$ cat src/rtl/systolic_ctrl_pkg.sv
// Shared definitions for the systolic array sequencer.
//   state_t  : controller FSM encoding (IDLE, CLEAR, FEED, DRAIN, DONE)
//   row_w()  : width of a row index for M rows (at least 1 bit)
//   cnt_w()  : width of a counter that must reach M without wrapping
//   lane_lo(): low bit of lane 'lane' in a flat vector of 'width'-bit lanes
package systolic_ctrl_pkg;

  typedef enum logic [2:0] {
    IDLE,
    CLEAR,
    FEED,
    DRAIN,
    DONE
  } state_t;

  function automatic int row_w(input int m);
    return (m <= 1) ? 1 : $clog2(m);
  endfunction

  function automatic int cnt_w(input int m);
    return $clog2(m + 1);
  endfunction

  function automatic int lane_lo(input int lane, input int width);
    return lane * width;
  endfunction

endpackage

$ cat src/rtl/ctrl_delay.sv
// Fixed-length register delay line.
//   clk, rst : clock and synchronous active-high clear of every stage
//   d        : WIDTH-bit input
//   q        : d delayed by DEPTH cycles (DEPTH = 0 is a wire)
module ctrl_delay #(
  parameter int WIDTH = 1,
  parameter int DEPTH = 1
) (
  input  logic             clk,
  input  logic             rst,
  input  logic [WIDTH-1:0] d,
  output logic [WIDTH-1:0] q
);

  if (DEPTH == 0) begin : g_pass
    logic unused_clk_rst;
    assign unused_clk_rst = clk ^ rst;
    assign q = d;
  end else begin : g_pipe
    logic [WIDTH-1:0] stage [DEPTH];

    // NOTE: non-blocking assignments make every stage take its neighbour's
    // pre-edge value, so the loop order below cannot collapse the chain.
    always_ff @(posedge clk) begin
      if (rst) begin
        // NOTE: the stages are cleared on reset on purpose: they carry row
        // tags, and a stale tag would emit a phantom result after an abort.
        for (int i = 0; i < DEPTH; i++) stage[i] <= '0;
      end else begin
        stage[0] <= d;
        for (int i = 1; i < DEPTH; i++) stage[i] <= stage[i-1];
      end
    end

    assign q = stage[DEPTH-1];
  end

endmodule

$ cat src/rtl/systolic_seq_ctrl.sv
// Job sequencer for the weight-stationary systolic array.
//   start/w_in/busy/done   : job control; weights captured on accepted start
//   x_valid/x_data/x_ready : M input rows, one per accepted beat
//   arr_rst/arr_x/arr_w    : array drive (reset, skewed rows, held weights)
//   arr_y                  : raw, lane-skewed array output
//   y_valid/y_data/y_row   : deskewed result per row, in acceptance order
module systolic_seq_ctrl
  import systolic_ctrl_pkg::*;
#(
  parameter int M          = 5,
  parameter int N          = 3,
  parameter int K          = 4,
  parameter int DATA_WIDTH = 8,
  parameter int ARRAY_LAT  = N
) (
  input  logic                      clk,
  input  logic                      rst,
  input  logic                      start,
  input  logic [DATA_WIDTH*N*K-1:0] w_in,
  output logic                      busy,
  output logic                      done,
  input  logic                      x_valid,
  input  logic [DATA_WIDTH*N-1:0]   x_data,
  output logic                      x_ready,
  output logic                      arr_rst,
  output logic [DATA_WIDTH*N-1:0]   arr_x,
  output logic [DATA_WIDTH*N*K-1:0] arr_w,
  input  logic [DATA_WIDTH*K-1:0]   arr_y,
  output logic                      y_valid,
  output logic [DATA_WIDTH*K-1:0]   y_data,
  output logic [row_w(M)-1:0]       y_row
);

  localparam int ROW_W     = row_w(M);
  localparam int CNT_W     = cnt_w(M);
  localparam int TAG_W     = ROW_W + 1;
  // Tag is registered alongside lane 0, then must line up with the last
  // deskew stage, one cycle ahead of the output register.
  localparam int TAG_DEPTH = ARRAY_LAT + K - 1;

  state_t             state, state_nxt;
  logic [CNT_W-1:0]   in_cnt, out_cnt;
  logic               accept, last_in, last_out;

  logic [DATA_WIDTH*N-1:0] x_stage0;
  logic [TAG_W-1:0]        tag_stage0, tag_out;
  logic [DATA_WIDTH*K-1:0] y_aligned;

  assign accept   = x_valid && x_ready;
  assign last_in  = accept && (in_cnt == CNT_W'(M - 1));
  assign last_out = y_valid && (out_cnt == CNT_W'(M - 1));

  // State register
  always_ff @(posedge clk) begin
    if (rst) state <= IDLE;
    else     state <= state_nxt;
  end

  // Next-state logic
  always_comb begin
    // NOTE: default first so every path assigns state_nxt and no latch forms.
    state_nxt = state;
    case (state)
      IDLE:    if (start)    state_nxt = CLEAR;
      CLEAR:                 state_nxt = FEED;
      FEED:    if (last_in)  state_nxt = DRAIN;
      DRAIN:   if (last_out) state_nxt = DONE;
      DONE:                  state_nxt = IDLE;
      default:               state_nxt = IDLE;
    endcase
  end

  // Output decode
  always_comb begin
    busy    = 1'b1;
    done    = 1'b0;
    x_ready = 1'b0;
    arr_rst = 1'b0;
    case (state)
      IDLE:    begin busy = 1'b0; arr_rst = 1'b1; end
      CLEAR:   arr_rst = 1'b1;
      FEED:    x_ready = 1'b1;
      DRAIN:   ;
      DONE:    done = 1'b1;
      default: begin busy = 1'b0; arr_rst = 1'b1; end
    endcase
  end

  // Weight hold and job counters; out_cnt counts result beats, which can
  // begin while rows are still being fed.
  always_ff @(posedge clk) begin
    if (rst) begin
      arr_w   <= '0;
      in_cnt  <= '0;
      out_cnt <= '0;
    end else begin
      if (state == IDLE && start) begin
        arr_w   <= w_in;
        in_cnt  <= '0;
        out_cnt <= '0;
      end
      if (accept)  in_cnt  <= in_cnt + CNT_W'(1);
      if (y_valid) out_cnt <= out_cnt + CNT_W'(1);
    end
  end

  // Entry register: a non-accepted slot enters the array as a zero row
  // with a cleared tag, so bubbles never produce results.
  always_ff @(posedge clk) begin
    if (rst) begin
      x_stage0   <= '0;
      tag_stage0 <= '0;
    end else begin
      x_stage0   <= accept ? x_data : '0;
      tag_stage0 <= accept ? {1'b1, in_cnt[ROW_W-1:0]} : '0;
    end
  end

  // Input skew: lane n lags lane 0 by n cycles.
  for (genvar n = 0; n < N; n++) begin : g_skew
    ctrl_delay #(.WIDTH(DATA_WIDTH), .DEPTH(n)) u_skew (
      .clk (clk),
      .rst (rst),
      .d   (x_stage0[lane_lo(n, DATA_WIDTH) +: DATA_WIDTH]),
      .q   (arr_x[lane_lo(n, DATA_WIDTH) +: DATA_WIDTH])
    );
  end

  ctrl_delay #(.WIDTH(TAG_W), .DEPTH(TAG_DEPTH)) u_tag (
    .clk (clk),
    .rst (rst),
    .d   (tag_stage0),
    .q   (tag_out)
  );

  // Output deskew: lane k arrives k cycles after lane 0, so it waits
  // K-1-k cycles for the slowest lane.
  for (genvar k = 0; k < K; k++) begin : g_deskew
    ctrl_delay #(.WIDTH(DATA_WIDTH), .DEPTH(K - 1 - k)) u_deskew (
      .clk (clk),
      .rst (rst),
      .d   (arr_y[lane_lo(k, DATA_WIDTH) +: DATA_WIDTH]),
      .q   (y_aligned[lane_lo(k, DATA_WIDTH) +: DATA_WIDTH])
    );
  end

  always_ff @(posedge clk) begin
    if (rst) begin
      y_valid <= 1'b0;
      y_data  <= '0;
      y_row   <= '0;
    end else begin
      y_valid <= tag_out[ROW_W];
      y_data  <= tag_out[ROW_W] ? y_aligned : '0;
      y_row   <= tag_out[ROW_W] ? tag_out[ROW_W-1:0] : '0;
    end
  end

endmodule
$ cat config.mk
export PLATFORM = sky130hd
export DESIGN_NAME = systolic_seq_ctrl
export DESIGN_NICKNAME = d
export VERILOG_FILES = /design/src/rtl/systolic_ctrl_pkg.sv /design/src/rtl/ctrl_delay.sv /design/src/rtl/systolic_seq_ctrl.sv
export SDC_FILE = /design/constraint.sdc
export NUM_CORES = 1
export LEC_CHECK = 0
export CORE_ASPECT_RATIO = 1.1
export CORE_UTILIZATION = 43
export CTS_CLUSTER_DIAMETER = 80
export CTS_CLUSTER_SIZE = 16
export DETAILED_ROUTE_END_ITERATION = 8
export MAX_ROUTING_LAYER = met4
export PLACE_DENSITY = 0.79
export SKIP_LAST_GASP = 1
export SLEW_MARGIN = 20
export SYNTH_ARGS = -nofsm -noshare
export SYNTH_HDL_FRONTEND = slang
export SYNTH_SLANG_ARGS = --single-unit
export TNS_END_PERCENT = 1
$ cat constraint.sdc
create_clock -name clk -period 2.1 [get_ports clk]
set_input_delay 0.21 -clock clk [delete_from_list [all_inputs] [get_ports clk]]
set_output_delay 0.21 -clock clk [all_outputs]
set_load 0.005 [all_outputs]
==> run_results.csv, run 1 <==
group,metric,value,unit
worst_setup_path,crit_family,"buffers and inverters",
synth,ys_top_cells_by_count,"dfxtp_1, nand2_1, a21oi_1",
timing,finalCritPeriodShare,0.942,
power,p_leak,4.55,nW
clock_tree,clock-root-buffer,"clkbuf_16",
clock_tree,cts_tree,"built",
timing,setup_viol,0,
place,numPortBuffers,315,
global_routing,grt_pass1_vias,6020,
synth,syn_nets,981,
timing,hold_viol,0,
place,routabilityCongestion,0.844,
power,p_seq_frac,0.546,
job,max-cap-violations,0,
clock_tree,cts.sinks,265,
power,switching_power,2.12,mW
route,first_pass_iters,4,
worst_setup_path,path_cells,"inv_1, nor3_2, clkdlybuf4s50_1",
timing,relSlewSlack,0.710,
synth,synth_seq_cells,265,
worst_setup_path,crit_buf_inv,2,
route,route.detailed.drc,0,
route,vias_per_cell,4.59,
global_routing,antenna_found_initial,0,
timing,rsz0062_at_grt,"false",
clock_tree,cts.path.max_buffers,3,
route,drtIter0Drc,266,
floorplanning,fp.dieH,146,microns
power,power_frac_clock,0.344,
worst_setup_path,criticalPathCategory,"reg2out",
run_status,status,"complete, no violations",
power,pwr-share-comb,0.109,
power,power_density,806,nW/um^2
hold_path,worstHoldPathCells,2,
synth,yosysUniqueCellTypes,30,
synth,avgSynthCellArea,9.92,sq um
cells_and_area,synthToLayoutAreaGrowth,47.6,%
hold_path,hold_class,"in2reg",
global_routing,grt_pass1_wl,29.5,mm
timing,finClkSkew,0.00890,ns
synth,synth_cells,821,
synth,async_flop_share,0,
worst_setup_path,r2r_setup_slack,0.49,ns
place,dpl.hpwl,13.1,mm
global_routing,grt_max_degree,97,
floorplanning,die_w,133,microns
synth,synth_most_common_cell,"dfxtp_1",
clock_tree,clkLatencyLatePin,0.50,ns
floorplanning,rows,52,
route,wl_per_cell,13.8,microns
timing,tightest_slew,0.435,ns
clock_tree,htree_levels,1,
clock_tree,cts_buffers,20,
worst_setup_path,r2r_cells,4,
power,switching_share,0.219,
cells_and_area,antennaDiodeCount,0,
floorplanning,dieArea,19500,sq um
route,vias,6230,
timing,max_freq,505,MHz
synth,netlist.area_leader.share,0.652,
timing,maxSlewViolCount,0,
synth,synth-main-ff-cell,"dfxtp_1",
synth,synth_edf_count,0,
global_routing,grt_overflow,0,
power,worst_ir_drop_vdd,0.583,mV
global_routing,grtUsageTotal,0.194,
worst_setup_path,path_depth,3,
synth,post-synth-top-area-cell,"dfxtp_1",
floorplanning,start_util,0.441,
timing,fin_crit,1.98,ns
worst_setup_path,arrival,1.77,ns
clock_tree,post-cts-setup-buffer-count,0,
worst_setup_path,cpPeakStageDelay,0.57,ns
clock_tree,clk_pin_slew,0.07,ns
synth,ys_seq_area_frac,0.652,
worst_setup_path,cp-end-kind,"primary output",
worst_setup_path,crit_path_max_fanout,10,
route,ant_nets,0,
cells_and_area,nets,1272,
synth,ys.warnings.count,0,
synth,ys_top_cells_by_area,"dfxtp_1, nand2_1, nor2b_1",
worst_setup_path,crit_required,1.89,ns
power,power.internal,7.57,mW
worst_setup_path,worst_setup_path_start_kind,"register",
route,wl,18.7,mm
worst_setup_path,cp_slowest_cell,"clkdlybuf4s50_1",
timing,final.setup.tns,0,ns
cells_and_area,drive_gt1_frac,0.0404,
clock_tree,cts-hold-fix-buffers,0,
timing,whs,0.0805,ns
floorplanning,io_pins,316,
synth,netlist_area,8140,sq um
floorplanning,core,18500,sq um
[worst paths after layout]
| kind | startpoint | to |
|---|---|---|
| worst min register to register | g_deskew[2].u_deskew.g_pipe.stage[0][6] | y_data[22] |
| worst max-delay path | state[2] | done |
| worst min-delay path | rst | u_tag.g_pipe.stage[5][2] |
| worst max register to register | state[2] | arr_w[59] |
[cells in the final DEF (no fill, tap or decap), types with 3 or more instances in the layout]
master and count:
a21oi_1 102, and2_1 60, buf_12 6, buf_4 8, clkbuf_16 20, clkdlybuf4s50_1 313
dfxtp_1 262, ha_1 4, inv_1 6, nand2_1 196, nand3_1 3, nor2_1 3
nor2b_1 99, nor3_1 3
[what timing repair did]
action,in CTS,in global routing
endpoints found under the setup margin,4,3
pin swaps,0,0
resized for setup,2,4
[flip-flops by register name (all words and copies together) (netlist names)]
| name | count |
|---|---|
| arr_w | 96 |
| g_deskew.u_deskew.g_pipe.stage | 48 |
| y_data | 32 |
| g_skew.u_skew.g_pipe.stage | 24 |
| u_tag.g_pipe.stage | 24 |
| x_stage0 | 24 |
| tag_stage0 | 4 |
| in_cnt | 3 |
| out_cnt | 3 |
| state | 3 |
| y_row | 3 |
| y_valid | 1 |
[power groups by stage]
stage	logic, mW	registers [mW]	clock network [mW]
after floorplan	0.383	5.40	0
after global placement	1.05	5.40	0
after detailed placement	1.06	5.41	0
after CTS	1.07	5.29	3.44
after global routing	1.15	5.31	3.67
final	1.06	5.29	3.33
[logic make-up after synthesis]
family,Yosys count,share of synthesized area
simple gates,377,0.232
flops,265,0.652
compound gates,108,0.0681
buf+inv,66,0.0410
fa+ha+maj,4,0.00615
xor+xnor,1,0.00108
[routing by layer]
layer | vias up | routed length (microns) | GRT usage
met2 | 210 | 9330 | 0.331
met5 | - | 0 | -
li1 | 3143 | - | -
met4 | 0 | 660 | 0.0818
met3 | 47 | 1390 | 0.0524
met1 | 2830 | 7310 | 0.213
[layout make-up]
class                      count  area [sq um]
multi-input combinational    490          2510
fill                        1448          6460
clock inverter                 2          25.0
inverter                       6          22.5
sequential                   265          5310
timing repair buffer         329          3340
clock buffer                  21           504
tap                          243           304
[per-stage QoR]
step	setup WS (ns)	utilization	area [sq um]	std cells	total power, mW
floorplan	0.531	-	8140	821	5.79
global placement	0.286	0.621	11500	1333	6.45
detailed placement	0.268	0.621	11500	1333	6.47
CTS	0.00359	0.650	12000	1356	9.80
global route	0.0287	0.650	12000	1356	10.1
finish	0.122	0.650	12000	1356	9.68
No activity file was read; power rests on OpenSTA's default activity.
==> run 2, diff against run 1 <==
--- a/config.mk
+++ b/config.mk
@@ -5,13 +5,15 @@
 export SDC_FILE = /design/constraint.sdc
 export NUM_CORES = 1
 export LEC_CHECK = 0
+export ABC_AREA = 1
 export CORE_ASPECT_RATIO = 1.1
-export CORE_UTILIZATION = 43
+export CORE_UTILIZATION = 44
+export CTS_BUF_LIST = sky130_fd_sc_hd__clkbuf_16
 export CTS_CLUSTER_DIAMETER = 80
 export CTS_CLUSTER_SIZE = 16
 export DETAILED_ROUTE_END_ITERATION = 8
 export MAX_ROUTING_LAYER = met4
-export PLACE_DENSITY = 0.79
+export PLACE_DENSITY = 0.8
 export SKIP_LAST_GASP = 1
 export SLEW_MARGIN = 20
 export SYNTH_ARGS = -nofsm -noshare
==> run_results.csv, run 2 <==
group,metric,value,unit
worst_setup_path,crit_required,1.89,ns
power,worst_ir_drop_vdd,0.834,mV
cells_and_area,fin_cells,1531,
worst_setup_path,crit_path_max_fanout,4,
cells_and_area,final_common_cell,"clkdlybuf4s50_1",
route,vias,6776,
place,routabilityCongestion,0.806,
power,p_seq_frac,0.480,
synth,synth_cells,995,
cells_and_area,largest_reg_flops,96,
clock_tree,cts_tree,"built",
floorplanning,io_pins,316,
cells_and_area,nets,1448,
timing,finClkSkew,0.0201,ns
power,switching_power,3.27,mW
worst_setup_path,cp-end-kind,"primary output",
hold_path,hold_class,"in2reg",
route,drtIter0Drc,243,
synth,syn_nets,1155,
synth,ys_seq_area_frac,0.636,
clock_tree,cts-hold-fix-buffers,0,
place,numPortBuffers,315,
cells_and_area,largest_register,"arr_w",
cells_and_area,antennaDiodeCount,0,
global_routing,antenna_found_initial,0,
cells_and_area,top_regs,"arr_w x96, g_deskew.u_deskew.g_pipe.stage x48, y_data x32",
cells_and_area,final_cell_mix,"clkdlybuf4s50_1, dfxtp_1, nand2_1",
worst_setup_path,criticalPathCategory,"reg2out",
clock_tree,clkLatencyLatePin,0.50,ns
route,first_pass_iters,5,
synth,avgSynthCellArea,8.38,sq um
cells_and_area,synthToLayoutAreaGrowth,46.6,%
power,power.internal,8.79,mW
synth,ys.warnings.count,0,
timing,fin_ws,0.0840,ns
clock_tree,htree_levels,1,
floorplanning,die_w,133,microns
synth,ys_top_cells_by_area,"dfxtp_1, nand2_1, inv_1",
timing,max_freq,496,MHz
floorplanning,fp.dieH,146,microns
worst_setup_path,arrival,1.81,ns
worst_setup_path,worst_setup_path_start_kind,"register",
clock_tree,clk_pin_slew,0.07,ns
timing,maxSlewViolCount,0,
power,switching_share,0.271,
power,pwr-share-comb,0.239,
power,power_frac_clock,0.282,
synth,synth_edf_count,0,
clock_tree,cts.sinks,265,
synth,post-synth-top-area-cell,"dfxtp_1",
route,ant_nets,0,
route,wl_per_cell,12.7,microns
timing,setup_viol,0,
place,pre_cts_slack,0.408,ns
timing,fin_crit,2.02,ns
synth,netlist.area_leader.share,0.636,
place,numPlacedInstances,1508,
timing,relSlewSlack,0.661,
run_status,status,"complete, no violations",
global_routing,grt_overflow,0,
place,dpl.hpwl,13.4,mm
clock_tree,cts.path.max_buffers,3,
power,p_leak,4.91,nW
cells_and_area,drive_gt1_frac,0.0349,
timing,tightest_slew,0.507,ns
clock_tree,cts_buffers,20,
job,max-cap-violations,0,
route,vias_per_cell,4.43,
global_routing,grt_pass1_vias,6619,
timing,whs,0.0462,ns
floorplanning,rows,52,
global_routing,grt_pass1_wl,31.2,mm
power,power_density,986,nW/um^2
floorplanning,dieArea,19500,sq um
global_routing,grt_max_degree,102,
synth,yosysUniqueCellTypes,19,
global_routing,grtUsageTotal,0.203,
synth,ys_top_cells_by_count,"dfxtp_1, nand2_1, inv_1",
floorplanning,start_util,0.451,
synth,async_flop_share,0,
route,route.detailed.drc,0,
timing,finalCritPeriodShare,0.960,
clock_tree,clock-root-buffer,"clkbuf_16",
timing,hold_viol,0,
floorplanning,core,18500,sq um
synth,synth_seq_cells,265,
synth,synth_most_common_cell,"dfxtp_1",
route,wl,19.5,mm
synth,netlist_area,8340,sq um
synth,synth-main-ff-cell,"dfxtp_1",
run 2: cell types whose count changed after synthesis, moves of 8 or more:
cell      before  now
and2_1        60    0
buf_2         12   30
clkbuf_1      32   13
inv_1          6  170
nand2_1      196  205
nand3_1        3   11
nor2_1         3  168
nor2b_1      100    0
run 2: layout make-up:
class	count	area, sq um
Clock buffer	21	526
Clock inverter	1	8.76
Fill cell	1498	6250
Inverter	173	649
Multi-Input combinational cell	501	2100
Sequential cell	265	5310
Tap cell	243	304
Timing Repair Buffer	327	3330
run 2: path summary, 6_finish.rpt:
path | startpoint | to | slack, ns | depth (start not counted)
max | state[0] | arr_rst | 0.08 | 5
min | rst | u_tag.g_pipe.stage[0][2] | 0.05 | 2
max reg2reg | state[0] | arr_w[37] | 0.58 | 7
min reg2reg | g_deskew[0].u_deskew.g_pipe.stage[0][7] | g_deskew[0].u_deskew.g_pipe.stage[1][7] | 0.39 | 2
run 2: cells by family (layout without fill, tap and decap cells):
logic type | count (synthesis) | count (layout) | synth area share
AOI/OAI and AO/OA | 107 | 107 | 0.0642
buffers and inverters | 229 | 522 | 0.113
and+or+nand+nor | 390 | 390 | 0.180
DFF | 265 | 265 | 0.636
adders and majority gates | 4 | 4 | 0.00600
run 2: worst max-delay path: stages (launching register included):
cell	delay, ns
dfxtp_1	0.43
nor2_4	0.06
nand2_1	0.13
o21ai_2	0.08
nor2_1	0.10
clkdlybuf4s50_1	0.52
run 2: layer usage:
layer / track usage / vias to the layer above / wire (microns)
met2: 0.366 / 245 / 9880
met5: - / - / 0
li1: - / 3480 / -
met4: 0.0716 / 0 / 557
met3: 0.0601 / 45 / 1710
met1: 0.208 / 3006 / 7370
run 2: through the flow:
stage / util / power, mW / area (sq um) / setup TNS (ns)
2_1_floorplan: - / 7.18 / 8340 / 0
3_3_place_gp: 0.632 / 8.68 / 11700 / 0
3_5_place_dp: 0.632 / 8.74 / 11700 / 0
4_1_cts: 0.661 / 12.2 / 12200 / 0
5_1_grt: 0.662 / 12.7 / 12200 / -0.0205
6_report: 0.662 / 12.1 / 12200 / 0
run 2: repair_timing:
item / CTS / global route
setup endpoints to repair: 1 / 2
pin swaps: 1 / 0
setup buffers: 1 / 0
gates resized for setup: 1 / 2
hold endpoints to repair: 0 / 0
run 2: power groups by stage:
stage	Combinational, mW	Clock (mW)	Sequential, mW
2_1_floorplan	1.28	0	5.90
4_1_cts	2.90	3.50	5.78
6_report	2.88	3.40	5.79
5_1_grt	3.16	3.72	5.84
3_3_place_gp	2.81	0	5.86
3_5_place_dp	2.86	0	5.89
